File: src/rtl/bridge_write_buffer_pkg.sv
// Shared definitions for the bridge write buffer: FSM encoding, window geometry, FIFO entry layout.
// No logic; types and constants only.
package bridge_write_buffer_pkg;

    localparam int WINDOW_W  = 26;
    localparam int WORD_AW   = WINDOW_W - 2;
    localparam int MEM_AW    = WORD_AW + 1;
    localparam int MEM_DW    = 16;
    localparam int ENTRY_W   = WORD_AW + 32;

    typedef enum logic [1:0] {
        ST_IDLE = 2'd0,
        ST_LOW  = 2'd1,
        ST_HIGH = 2'd2
    } state_t;

    typedef struct packed {
        logic [WORD_AW-1:0] word_addr;
        logic [31:0]        data;
    } entry_t;

endpackage

File: src/rtl/bridge_write_buffer_sync_fifo.sv
// Show-ahead synchronous FIFO; head is valid combinationally whenever not empty.
// Latency: a push is visible on head/level the cycle after the push edge.
// Backpressure: none internally; the caller must not push when full (unless popping) or pop when empty.
module sync_fifo #(
    parameter int DEPTH = 16,
    parameter int WIDTH = 56
) (
    input  logic                     clock,
    input  logic                     reset,
    input  logic                     push,
    input  logic [WIDTH-1:0]         push_data,
    input  logic                     pop,
    output logic [WIDTH-1:0]         head,
    output logic [$clog2(DEPTH):0]   level,
    output logic                     empty,
    output logic                     full
);

    localparam int AW = $clog2(DEPTH);

    logic [WIDTH-1:0] mem [DEPTH];
    logic [AW:0]      wr_ptr;
    logic [AW:0]      rd_ptr;

    always_ff @(posedge clock) begin
        if (reset) begin
            wr_ptr <= '0;
            rd_ptr <= '0;
        end else begin
            if (push) wr_ptr <= wr_ptr + (AW+1)'(1);
            if (pop)  rd_ptr <= rd_ptr + (AW+1)'(1);
        end
    end

    // Storage carries no reset so it can map onto RAM.
    always_ff @(posedge clock) begin
        if (push) mem[wr_ptr[AW-1:0]] <= push_data;
    end

    // Extra pointer bit distinguishes full from empty when the indices coincide.
    assign level = wr_ptr - rd_ptr;
    assign empty = (level == '0);
    assign full  = (level == (AW+1)'(DEPTH));
    assign head  = mem[rd_ptr[AW-1:0]];

endmodule

File: src/rtl/bridge_write_buffer.sv
// Buffers 32-bit bridge writes and replays each as two 16-bit SDRAM writes (low halfword, then high).
// Latency: io_mem_wr rises 2 cycles after a push into an empty idle buffer; one word per 2 cycles sustained.
// Backpressure: io_mem_wait stalls the current halfword; writes arriving while full are dropped and flagged.
module bridge_write_buffer #(
    parameter int          DEPTH     = 16,
    parameter logic [31:0] BASE_ADDR = 32'h0000_0000
) (
    input  logic                   clock,
    input  logic                   reset,
    input  logic                   io_bridge_wr,
    input  logic [31:0]            io_bridge_addr,
    input  logic [31:0]            io_bridge_dout,
    input  logic                   io_bridge_done,
    output logic                   io_mem_wr,
    output logic [24:0]            io_mem_addr,
    output logic [15:0]            io_mem_din,
    input  logic                   io_mem_wait,
    output logic                   io_done,
    output logic                   io_overflow,
    output logic [$clog2(DEPTH):0] io_level
);

    import bridge_write_buffer_pkg::*;

    localparam int LW = $clog2(DEPTH) + 1;

    state_t         state;
    state_t         state_nxt;
    entry_t         push_dat;
    entry_t         head_dat;
    logic           wr_vld;
    logic           push;
    logic           pop;
    logic           fifo_empty;
    logic           fifo_full;
    logic [LW-1:0]  level;
    logic           unused_addr_bits;

    assign unused_addr_bits = ^io_bridge_addr[1:0];

    // Writes outside the 64 MiB window, or during reset, never reach the FIFO.
    assign wr_vld = io_bridge_wr && !reset &&
                    (io_bridge_addr[31:WINDOW_W] == BASE_ADDR[31:WINDOW_W]);

    assign pop  = (state == ST_HIGH) && !io_mem_wait;
    assign push = wr_vld && (!fifo_full || pop);

    assign push_dat.word_addr = io_bridge_addr[WINDOW_W-1:2];
    assign push_dat.data      = io_bridge_dout;

    sync_fifo #(
        .DEPTH (DEPTH),
        .WIDTH (ENTRY_W)
    ) u_fifo (
        .clock     (clock),
        .reset     (reset),
        .push      (push),
        .push_data (push_dat),
        .pop       (pop),
        .head      (head_dat),
        .level     (level),
        .empty     (fifo_empty),
        .full      (fifo_full)
    );

    assign io_level = level;

    always_ff @(posedge clock) begin
        if (reset) begin
            state <= ST_IDLE;
        end else begin
            state <= state_nxt;
        end
    end

    always_comb begin
        state_nxt = state;
        case (state)
            ST_IDLE: begin
                if (!fifo_empty) state_nxt = ST_LOW;
            end
            ST_LOW: begin
                if (!io_mem_wait) state_nxt = ST_HIGH;
            end
            ST_HIGH: begin
                // A same-cycle push counts so back-to-back entries skip the IDLE bubble.
                if (!io_mem_wait) begin
                    if ((level > LW'(1)) || push) state_nxt = ST_LOW;
                    else                          state_nxt = ST_IDLE;
                end
            end
            default: state_nxt = ST_IDLE;
        endcase
    end

    always_comb begin
        io_mem_wr   = 1'b0;
        io_mem_addr = '0;
        io_mem_din  = '0;
        case (state)
            ST_LOW: begin
                io_mem_wr   = 1'b1;
                io_mem_addr = {head_dat.word_addr, 1'b0};
                io_mem_din  = head_dat.data[15:0];
            end
            ST_HIGH: begin
                io_mem_wr   = 1'b1;
                io_mem_addr = {head_dat.word_addr, 1'b1};
                io_mem_din  = head_dat.data[31:16];
            end
            default: begin
                io_mem_wr   = 1'b0;
                io_mem_addr = '0;
                io_mem_din  = '0;
            end
        endcase
    end

    always_ff @(posedge clock) begin
        if (reset) begin
            io_overflow <= 1'b0;
            io_done     <= 1'b0;
        end else begin
            if (wr_vld && fifo_full && !pop) io_overflow <= 1'b1;
            io_done <= io_bridge_done && fifo_empty && (state == ST_IDLE);
        end
    end

endmodule

File: config.mk
export PLATFORM = sky130hd
export DESIGN_NAME = bridge_write_buffer
export DESIGN_NICKNAME = d
export VERILOG_FILES = /design/src/rtl/bridge_write_buffer_pkg.sv /design/src/rtl/bridge_write_buffer_sync_fifo.sv /design/src/rtl/bridge_write_buffer.sv
export SDC_FILE = /design/constraint.sdc
export NUM_CORES = 1
export LEC_CHECK = 0
export CELL_PAD_IN_SITES_DETAIL_PLACEMENT = 2
export CELL_PAD_IN_SITES_GLOBAL_PLACEMENT = 2
export CORE_MARGIN = 8
export CORE_UTILIZATION = 40
export CTS_CLUSTER_SIZE = 12
export DETAILED_ROUTE_END_ITERATION = 16
export PLACE_DENSITY_LB_ADDON = 0.08
export SLEW_MARGIN = 20
export SYNTH_ARGS = -nofsm -noshare
export SYNTH_HDL_FRONTEND = slang
export SYNTH_HIERARCHICAL = 1
export SYNTH_SLANG_ARGS = --single-unit
File: constraint.sdc
create_clock -name clock -period 4.4 [get_ports clock]
set_input_delay 0.44 -clock clock [delete_from_list [all_inputs] [get_ports clock]]
set_output_delay 0.44 -clock clock [all_outputs]
set_load 0.03 [all_outputs]
# Word-level counts from Yosys, hierarchy flattened
# Memories as Yosys holds them, arrays and structs flattened. A register that Yosys moved wholly into a read port is not among the register bits.
# Cells that the tools add are included.
dict set report totals {
  regBits 14
  ramBits 896
  wordCells 47
  n_memories 1
}
# memory words width read_ports rd_ports_with_merged_regs write_ports line
set memory_table {}
lappend memory_table {u_fifo.mem 16 56 1 1 1 bridge_write_buffer_sync_fifo.sv:21} ;# logic [WIDTH-1:0] mem [DEPTH];
dict set report op_classes {
  n_lt_le_gt_ge 1
  eq_ne 6
  add_sub_neg 3
  reduce_logical 19
  n_mux 12
}
# operator n
set op_table {}
lappend op_table {{25-bit one-hot mux with 2 select lines} 1}
lappend op_table {{16-bit one-hot mux with 2 select lines} 1}
lappend op_table {{5-bit by 1-bit adder with 5-bit output (second input constant)} 2}
lappend op_table {{1-bit logical AND} 8}
lappend op_table {{4-bit two-way mux} 2}
lappend op_table {{6-bit logical NOT} 1}
lappend op_table {{2-bit two-way mux} 3}
lappend op_table {{2-bit != test (second input constant)} 3}
lappend op_table {{2-bit one-hot mux with 3 select lines} 1}
lappend op_table {{5-bit == test (second input constant)} 1}
lappend op_table {{5-bit by 1-bit > comparator with 1-bit output (second input constant)} 1}
lappend op_table {{5-bit logical NOT} 1}
lappend op_table {{5-bit subtractor} 1}
lappend op_table {{1-bit logical NOT} 4}
lappend op_table {{1-bit two-way mux} 4}
lappend op_table {{3-bit AND reduction} 1}
lappend op_table {{2-bit by 1-bit == test with 1-bit output (second input constant)} 1}
lappend op_table {{2-bit == test (second input constant)} 1}
lappend op_table {{2-bit logical NOT} 1}
lappend op_table {{1-bit logical OR} 2}
lappend op_table {{2-bit OR reduction} 1}

# Logic depth before layout (Yosys ltp)
# Gate-level depths: netlist of the first run.
dict set report depth {
  word_depth 9
  depth_mapped 13
}

# Hierarchy
# The synthesis of the first run kept the hierarchy.
# module cells_per_inst area_per_inst_um2 instances
set by_module_without_submodules {}
lappend by_module_without_submodules {sync_fifo 1467 34314.2 1}
lappend by_module_without_submodules {bridge_write_buffer 96 706.9 1}

# Worst setup path before layout of the first run
# OpenSTA, ideal clock, no wires.
dict set report synth_path {
  path_type {flip-flop to flip-flop}
  startpoint {register u_fifo.wr_ptr[0]}
  endpoint {memory u_fifo.mem[0][0], enable pin}
  setup_slack_ns -0.191
  synth_period_minus_slack_ns 4.591
  n_path_buf 1
  setup_time_ns 0.419
  t_arrival_ns 4.172
  path_stages_with_launch 12
  path_cell_list {dfxtp_1 inv_1 ha_1 fa_1 xnor2_1 nand4b_1 a21o_1 a22oi_1 a21oi_1 clkbuf_1 nor3b_1 and2_1}
}
dict set report synth_between {
  elab_chain_cells 7
}
# item line
set synth_rtl {}
lappend synth_rtl {{from (decl)} bridge_write_buffer_sync_fifo.sv:22} ;# logic [AW:0] wr_ptr;
lappend synth_rtl {{from (signal assigned)} bridge_write_buffer_sync_fifo.sv:30} ;# if (push) wr_ptr <= wr_ptr + (AW+1)'(1);
lappend synth_rtl {{5-bit subtractor} bridge_write_buffer_sync_fifo.sv:41} ;# assign level = wr_ptr - rd_ptr;
lappend synth_rtl {{named net io_level[2]} bridge_write_buffer.sv:20} ;# output logic [$clog2(DEPTH):0] io_level
lappend synth_rtl {{5-bit == test} bridge_write_buffer_sync_fifo.sv:43} ;# assign full = (level == (AW+1)'(DEPTH));
lappend synth_rtl {{named net fifo_full} bridge_write_buffer.sv:35} ;# logic fifo_full;
lappend synth_rtl {{1-bit logical NOT} bridge_write_buffer.sv:46} ;# assign push = wr_vld && (!fifo_full || pop);
lappend synth_rtl {{1-bit logical OR} bridge_write_buffer.sv:46}
lappend synth_rtl {{1-bit logical AND} bridge_write_buffer.sv:46}
lappend synth_rtl {{named net push} bridge_write_buffer.sv:32} ;# logic push;
lappend synth_rtl {{1-bit two-way mux} bridge_write_buffer_sync_fifo.sv:37} ;# if (push) mem[wr_ptr[AW-1:0]] <= push_data;
lappend synth_rtl {{1-bit two-way mux (not written as such)} bridge_write_buffer_sync_fifo.sv:37}
lappend synth_rtl {{to (decl)} bridge_write_buffer_sync_fifo.sv:21}
# The timed path passes the listed nets, and every way through them passes these cells.

==> results of run 1 <==
## registers in the layout (all words and copies together), names as in the netlist, named ones only
name and cells:
io_overflow 1, state 2, u_fifo/rd_ptr 5, io_done 1, u_fifo/mem 896, u_fifo/wr_ptr 5
## final cells by class
| cell class | count | area, sq um |
|---|---|---|
| fill | 7638 | 45400 |
| sequential | 914 | 27300 |
| multi-input combinational | 555 | 7320 |
| clock buffer | 121 | 2620 |
| timing repair buffer | 186 | 2180 |
| tap | 1155 | 1450 |
| clock inverter | 58 | 472 |
| inverter | 11 | 41.3 |
| antenna | 4 | 10.0 |
## stage by stage
stage          std cells  hold slack (ps)  setup WS (ps)  util [%]  instance area [sq um]
3_3_place_gp        2817              475            576      44.0                  38200
2_1_floorplan       1563              498            409         -                  35000
4_1_cts             3000              333            187      47.7                  41400
5_1_grt             3001              346           73.8      47.7                  41400
3_5_place_dp        2817              518            500      44.0                  38200
6_report            3004              377            278      47.7                  41400
## layer usage
metal	vias up	GRT usage [%]
li1	7038	-
met1	9415	25.9
met2	366	32.5
met3	125	3.05
met4	2	4.47
met5	-	0
## cells in the mapped netlist, types with 5 or more instances
cell type,n,area share (%)
sky130_fd_sc_hd__nor2_1,15,0.16
sky130_fd_sc_hd__nor2b_1,20,0.36
sky130_fd_sc_hd__ha_1,15,0.54
sky130_fd_sc_hd__a22oi_1,130,2.8
sky130_fd_sc_hd__buf_6,15,0.48
sky130_fd_sc_hd__xor2_1,5,0.13
sky130_fd_sc_hd__dfxtp_1,18,1.0
sky130_fd_sc_hd__clkbuf_1,46,0.49
sky130_fd_sc_hd__mux4_2,224,14
sky130_fd_sc_hd__inv_1,11,0.12
sky130_fd_sc_hd__buf_2,14,0.20
sky130_fd_sc_hd__edfxtp_1,896,77
sky130_fd_sc_hd__and2_1,41,0.73
sky130_fd_sc_hd__xnor2_1,6,0.15
sky130_fd_sc_hd__nand2_1,63,0.68
## what timing repair did
action | 4_1_cts | 5_1_grt
endpoints found under the setup margin | 2 | 0
setup buffers | 4 | 0
hold buffers | 0 | 0
## how the worst min path moves through the flow
stage	start	to	slack [ps]	cells after the start
final	io_bridge_done	io_done	380	2
after global routing	io_bridge_done	io_done	350	2
after CTS	io_bridge_done	io_done	330	2
after detailed placement	io_overflow	io_overflow	520	2
after global placement	io_overflow	io_overflow	470	2
after floorplan	u_fifo/rd_ptr[4]	u_fifo/rd_ptr[4]	500	2
## kinds of logic after synthesis
group	after synthesis	synth area share (%)
multiplexers	226	14.5
AO/OA/AOI/OAI	147	3.14
buffers and inverters	94	1.42
adder cells (fa/ha/maj)	16	0.593
flip-flops	914	77.9
AND/OR/NAND/NOR	155	2.25
XOR/XNOR	11	0.275
## report_power, final
group	switching [uW]	leakage [uW]	total, uW	internal [uW]
clock	3370	0.00153	8000	4630
combinational	458	0.00292	761	303
sequential	8.81	0.00820	9570	9560
==> impl_metrics.toml, run 1 <==
[final_layout]
syn2layout_area_growth_pct = 18.1
mostFrequentLayoutCell = "sky130_fd_sc_hd__edfxtp_1"
num-nets-final = 1852
most-common-layout-cells = "sky130_fd_sc_hd__edfxtp_1, sky130_fd_sc_hd__mux4_2, sky130_fd_sc_hd__a22oi_1"
drive_gt1_share_pct = 24.6

[sta]
timing.fmax_ghz = 0.243
timing.final.crit_period_ps = 4120
number_of_setup_violations_in_the_final_report = 0
drv_slew = 0
rsz0062_at_grt = "no"
fin_setup_tns_ps = 0
final.setup_skew_ps = 18.2
worst-slew-pin-transition_ps = 665
worst_slew_margin_rel_pct = 55.6
final_hold_viol_count = 0
final.period_utilization_pct = 93.7

[critical_path]
critical_path_class = "reg2out"
crit_path_end_kind = "primary output"
cp_max_fanout = 21
crit_chain = "buf_12 > buf_12 > mux4_2 > a22oi_1 > nand2_1 > a22oi_1 > nor2b_1 > clkdlybuf4s50_1"
reg2regPathDepth = 11
r2r-end = "u_fifo/mem[2][36]"
path_depth = 8
worstSetupStartpointType = "register"
timing.reg2reg.setup_slack_ps = 440
timing.critical_path.to = "io_mem_din[14]"
critPathTopFamily = "buffers and inverters"
cp.required_ps = 3960
cp_slowest_cell = "sky130_fd_sc_hd__clkdlybuf4s50_1"
r2r-start = "u_fifo/wr_ptr[0]"
data_arrival_time_of_the_worst_path_ps = 3680
largest_stage_delay_worst_path_ps = 630
path_buf_inv = 3

[detailed_routing]
detail_route.wl_per_cell_um = 31.1
drt-initial-drc-count = 1262
number_of_antenna_violating_nets_in_the_routed_design = 0
drt_drc_violations_left = 0
wl_met1_um = 40300
finalWirelength_um = 93500
detail_route.first_pass.iterations = 5
dr_wl_met3_um = 3920
route.met2.wl_um = 47400
avgViaCountPerCell = 5.64
detailroute.via_count = 16946
top_signal_layer_used = "met5"

[global_route]
grt_pass1_wl_um = 137000
via_count_of_the_first_global_routing_pass = 18968
grt_overflow_total = 0
antenna_found_initial = 7
grt_start_max_net_pins = 57
gr-usage-all-layers_pct = 19.1

[cts]
cts_buffer_depth = 3
clk_sink_count = 914
htree_num_levels = 3
clk_pin_slew_ps = 60
cts_bufs_inserted = 99
cts_resizes = 0
clockRootBuffer = "sky130_fd_sc_hd__clkbuf_16"
insertion_delay_to_the_later_sink_of_the_worst_skew_pair_ps = 650
tritoncts_clock_tree = "built"

[die]
design.portCount = 118
die_y_um = 312
die_width_um = 312
dieArea_sq_um = 97300
initial_core_util_pct = 40.4
core_area_sq_um = 86800
fp-row-count = 108

[logic_synthesis]
synthFlopType = "sky130_fd_sc_hd__edfxtp_1"
ys_ff_latch = 914
yosys.cell_types.count = 41
number_of_enable_flip_flop_cells_after_synthesis = 896
post_synth_inst_count = 1563
postSynthNetCount = 1648
netlist_area_sq_um = 35000
syn-mean-instance-area_sq_um = 22.4
ys_async_sr_fraction_pct = 0
synth.yosys.seq_area_share_pct = 77.9
synthesis.yosys.warnings = 6

[power]
worst_ir_drop_vdd_uv = 333
power_leakage_uw = 0.0126
power_uw = 18300
power-per-cell-area_nw_per_um2 = 443

[placed_design]
gpl.final_weighted_congestion = 0.699
half_perimeter_wire_length_of_the_detailed_placement_result_um = 52400
place.port_buffers = 115

[run]
drv_cap = 0

[outcome]
status = "finished, final reports clean"

[hold_path]
worst_hold_path_type = "in2reg"
Power figures use the tool's default switching activity.
==> run 2, diff against run 1 <==
CTS_CLUSTER_SIZE = 8   (was 12)
==> impl_metrics.toml, run 2 (synthesis gave the netlist of run 1 again) <==
[global_route]
via_count_of_the_first_global_routing_pass = 19177
gr-usage-all-layers_pct = 19.3
grt_start_max_net_pins = 57
grt_pass1_wl_um = 138000
grt_overflow_total = 0
antenna_found_initial = 7

[die]
initial_core_util_pct = 40.4
die_y_um = 312
design.portCount = 118
core_area_sq_um = 86800
die_width_um = 312
dieArea_sq_um = 97300
fp-row-count = 108

[sta]
final_hold_viol_count = 0
slack_of_the_critical_path_ps = 225
timing.final.crit_period_ps = 4180
final.setup_skew_ps = 20.5
timing.fmax_ghz = 0.240
worst_slew_margin_rel_pct = 54.0
rsz0062_at_grt = "no"
worst-slew-pin-transition_ps = 688
number_of_setup_violations_in_the_final_report = 0
fin_setup_tns_ps = 0
final.period_utilization_pct = 94.9
drv_slew = 0

[final_layout]
most-common-layout-cells = "sky130_fd_sc_hd__edfxtp_1, sky130_fd_sc_hd__mux4_2, sky130_fd_sc_hd__clkbuf_16"
num-nets-final = 1885
number_of_inserted_filler_cells_in_the_final_layout = 7567
drive_gt1_share_pct = 25.6
syn2layout_area_growth_pct = 19.5
design_area_sq_um = 41900
largest_register_ffs = 896
finalCoreUtilization_pct = 48.3
mostFrequentLayoutCell = "sky130_fd_sc_hd__edfxtp_1"

[detailed_routing]
avgViaCountPerCell = 5.70
finalWirelength_um = 93800
drt-initial-drc-count = 1232
drt_drc_violations_left = 0
detail_route.first_pass.iterations = 5
number_of_antenna_violating_nets_in_the_routed_design = 0
detail_route.wl_per_cell_um = 31.5
detailroute.via_count = 16983

[hold_path]
hold_path_depth = 2
timing.hold.worst.start = "io_bridge_done"
worst_hold_path_type = "in2reg"
hold_worst_path_end = "io_done"

[outcome]
status = "finished, final reports clean"

[critical_path]
crit_chain = "buf_4 > buf_4 > mux4_2 > a22oi_1 > nand2_1 > a22oi_1 > nor2b_1 > clkdlybuf4s50_1"
path_buf_inv = 3
r2r-start = "u_fifo/wr_ptr[0]"
worstSetupStartpointType = "register"
critPathTopFamily = "buffers and inverters"
data_arrival_time_of_the_worst_path_ps = 3740
r2r-end = "u_fifo/mem[2][4]"
cp_max_fanout = 13
reg2regPathDepth = 11
cp_slowest_cell = "sky130_fd_sc_hd__clkdlybuf4s50_1"
largest_stage_delay_worst_path_ps = 620
critical_path_class = "reg2out"
cp.required_ps = 3960
crit_path_end_kind = "primary output"
timing.reg2reg.setup_slack_ps = 400

[cts]
clk_sink_count = 914
tritoncts_clock_tree = "built"
insertion_delay_to_the_later_sink_of_the_worst_skew_pair_ps = 700
holdBufCountCts = 0
cts_buffer_depth = 3
clk_pin_slew_ps = 60
htree_num_levels = 4
clockRootBuffer = "sky130_fd_sc_hd__clkbuf_16"
cts_bufs_inserted = 132

[run]
drv_cap = 0

[placed_design]
half_perimeter_wire_length_of_the_detailed_placement_result_um = 52400
placed_cell_area_sq_um = 38200
place.port_buffers = 115
gpl.final_weighted_congestion = 0.699
dpl_worst_slack_ps = 500

[power]
power_leakage_uw = 0.0129
power_uw = 19400
power-per-cell-area_nw_per_um2 = 463
worst_ir_drop_vdd_uv = 314
==> run 2: cell count changes in the layout (fill, tap and decap cells not counted), sizes merged <==
cell and delta:
clkinv -42, clkbuf +20, bufinv -7, inv +5, clkdlybuf4s50 -1, dlymetal6s2s +1
==> run 2: area by class of cell <==
type	instances	area [sq um]	share of cell area, %
sequential	914	27300	65.2
multi-input combinational	555	7320	17.5
clock buffer	141	3380	8.07
timing repair buffer	186	2160	5.16
tap	1155	1450	3.45
clock inverter	14	229	0.547
inverter	11	41.3	0.0986
antenna	4	10.0	0.0239
==> run 2: repair_timing <==
action | 4_1_cts | 5_1_grt
endpoints found under the setup margin | 3 | 1
setup buffers | 4 | 0
resized for setup | 0 | 1
==> run 2: worst register-to-register path, delay by kind of cell, from the launching register on <==
family          cells  cell delay [ps]
xor+xnor            1              340
flops               1              420
simple gates        3              900
compound gates      3              700
buf+inv             2              450
fa+ha+maj           2              650
==> run 2: stage by stage <==
stage               std cells  hold slack (ps)
floorplan                1563              498
global placement         2817              475
detailed placement       2817              518
CTS                      2976              262
global route             2977              289
finish                   2980              323
==> run 2: report_power, final <==
part / total [uW] / switching (uW) / internal [uW]
sequential: 9590 / 9.52 / 9580
combinational: 758 / 457 / 301
clock: 9040 / 3600 / 5430
total: 19400 / 4070 / 15300
==> run 2: worst max path at each step <==
stage	from	endpoint	slack, ps	cells past startpoint
floorplan	u_fifo/wr_ptr[0]	u_fifo/mem[0][0]	410	11
global placement	u_fifo/wr_ptr[0]	u_fifo/mem[1][49]	580	11
detailed placement	u_fifo/wr_ptr[0]	u_fifo/mem[3][49]	500	11
CTS	register	io_mem_din[14]	90	8
global route	register	io_mem_din[3]	60	7
finish	register	io_mem_din[5]	220	8
==> run 2: per-layer routing <==
metal | wire length, um | up-vias | track usage, % | share of wire [%]
met5 | 12 | - | 0 | 0.013
met4 | 1810 | 2 | 5.07 | 1.9
met3 | 3520 | 133 | 3.46 | 3.8
met2 | 47400 | 363 | 32.5 | 51
met1 | 41000 | 9420 | 26.0 | 44
li1 | - | 7065 | - | -
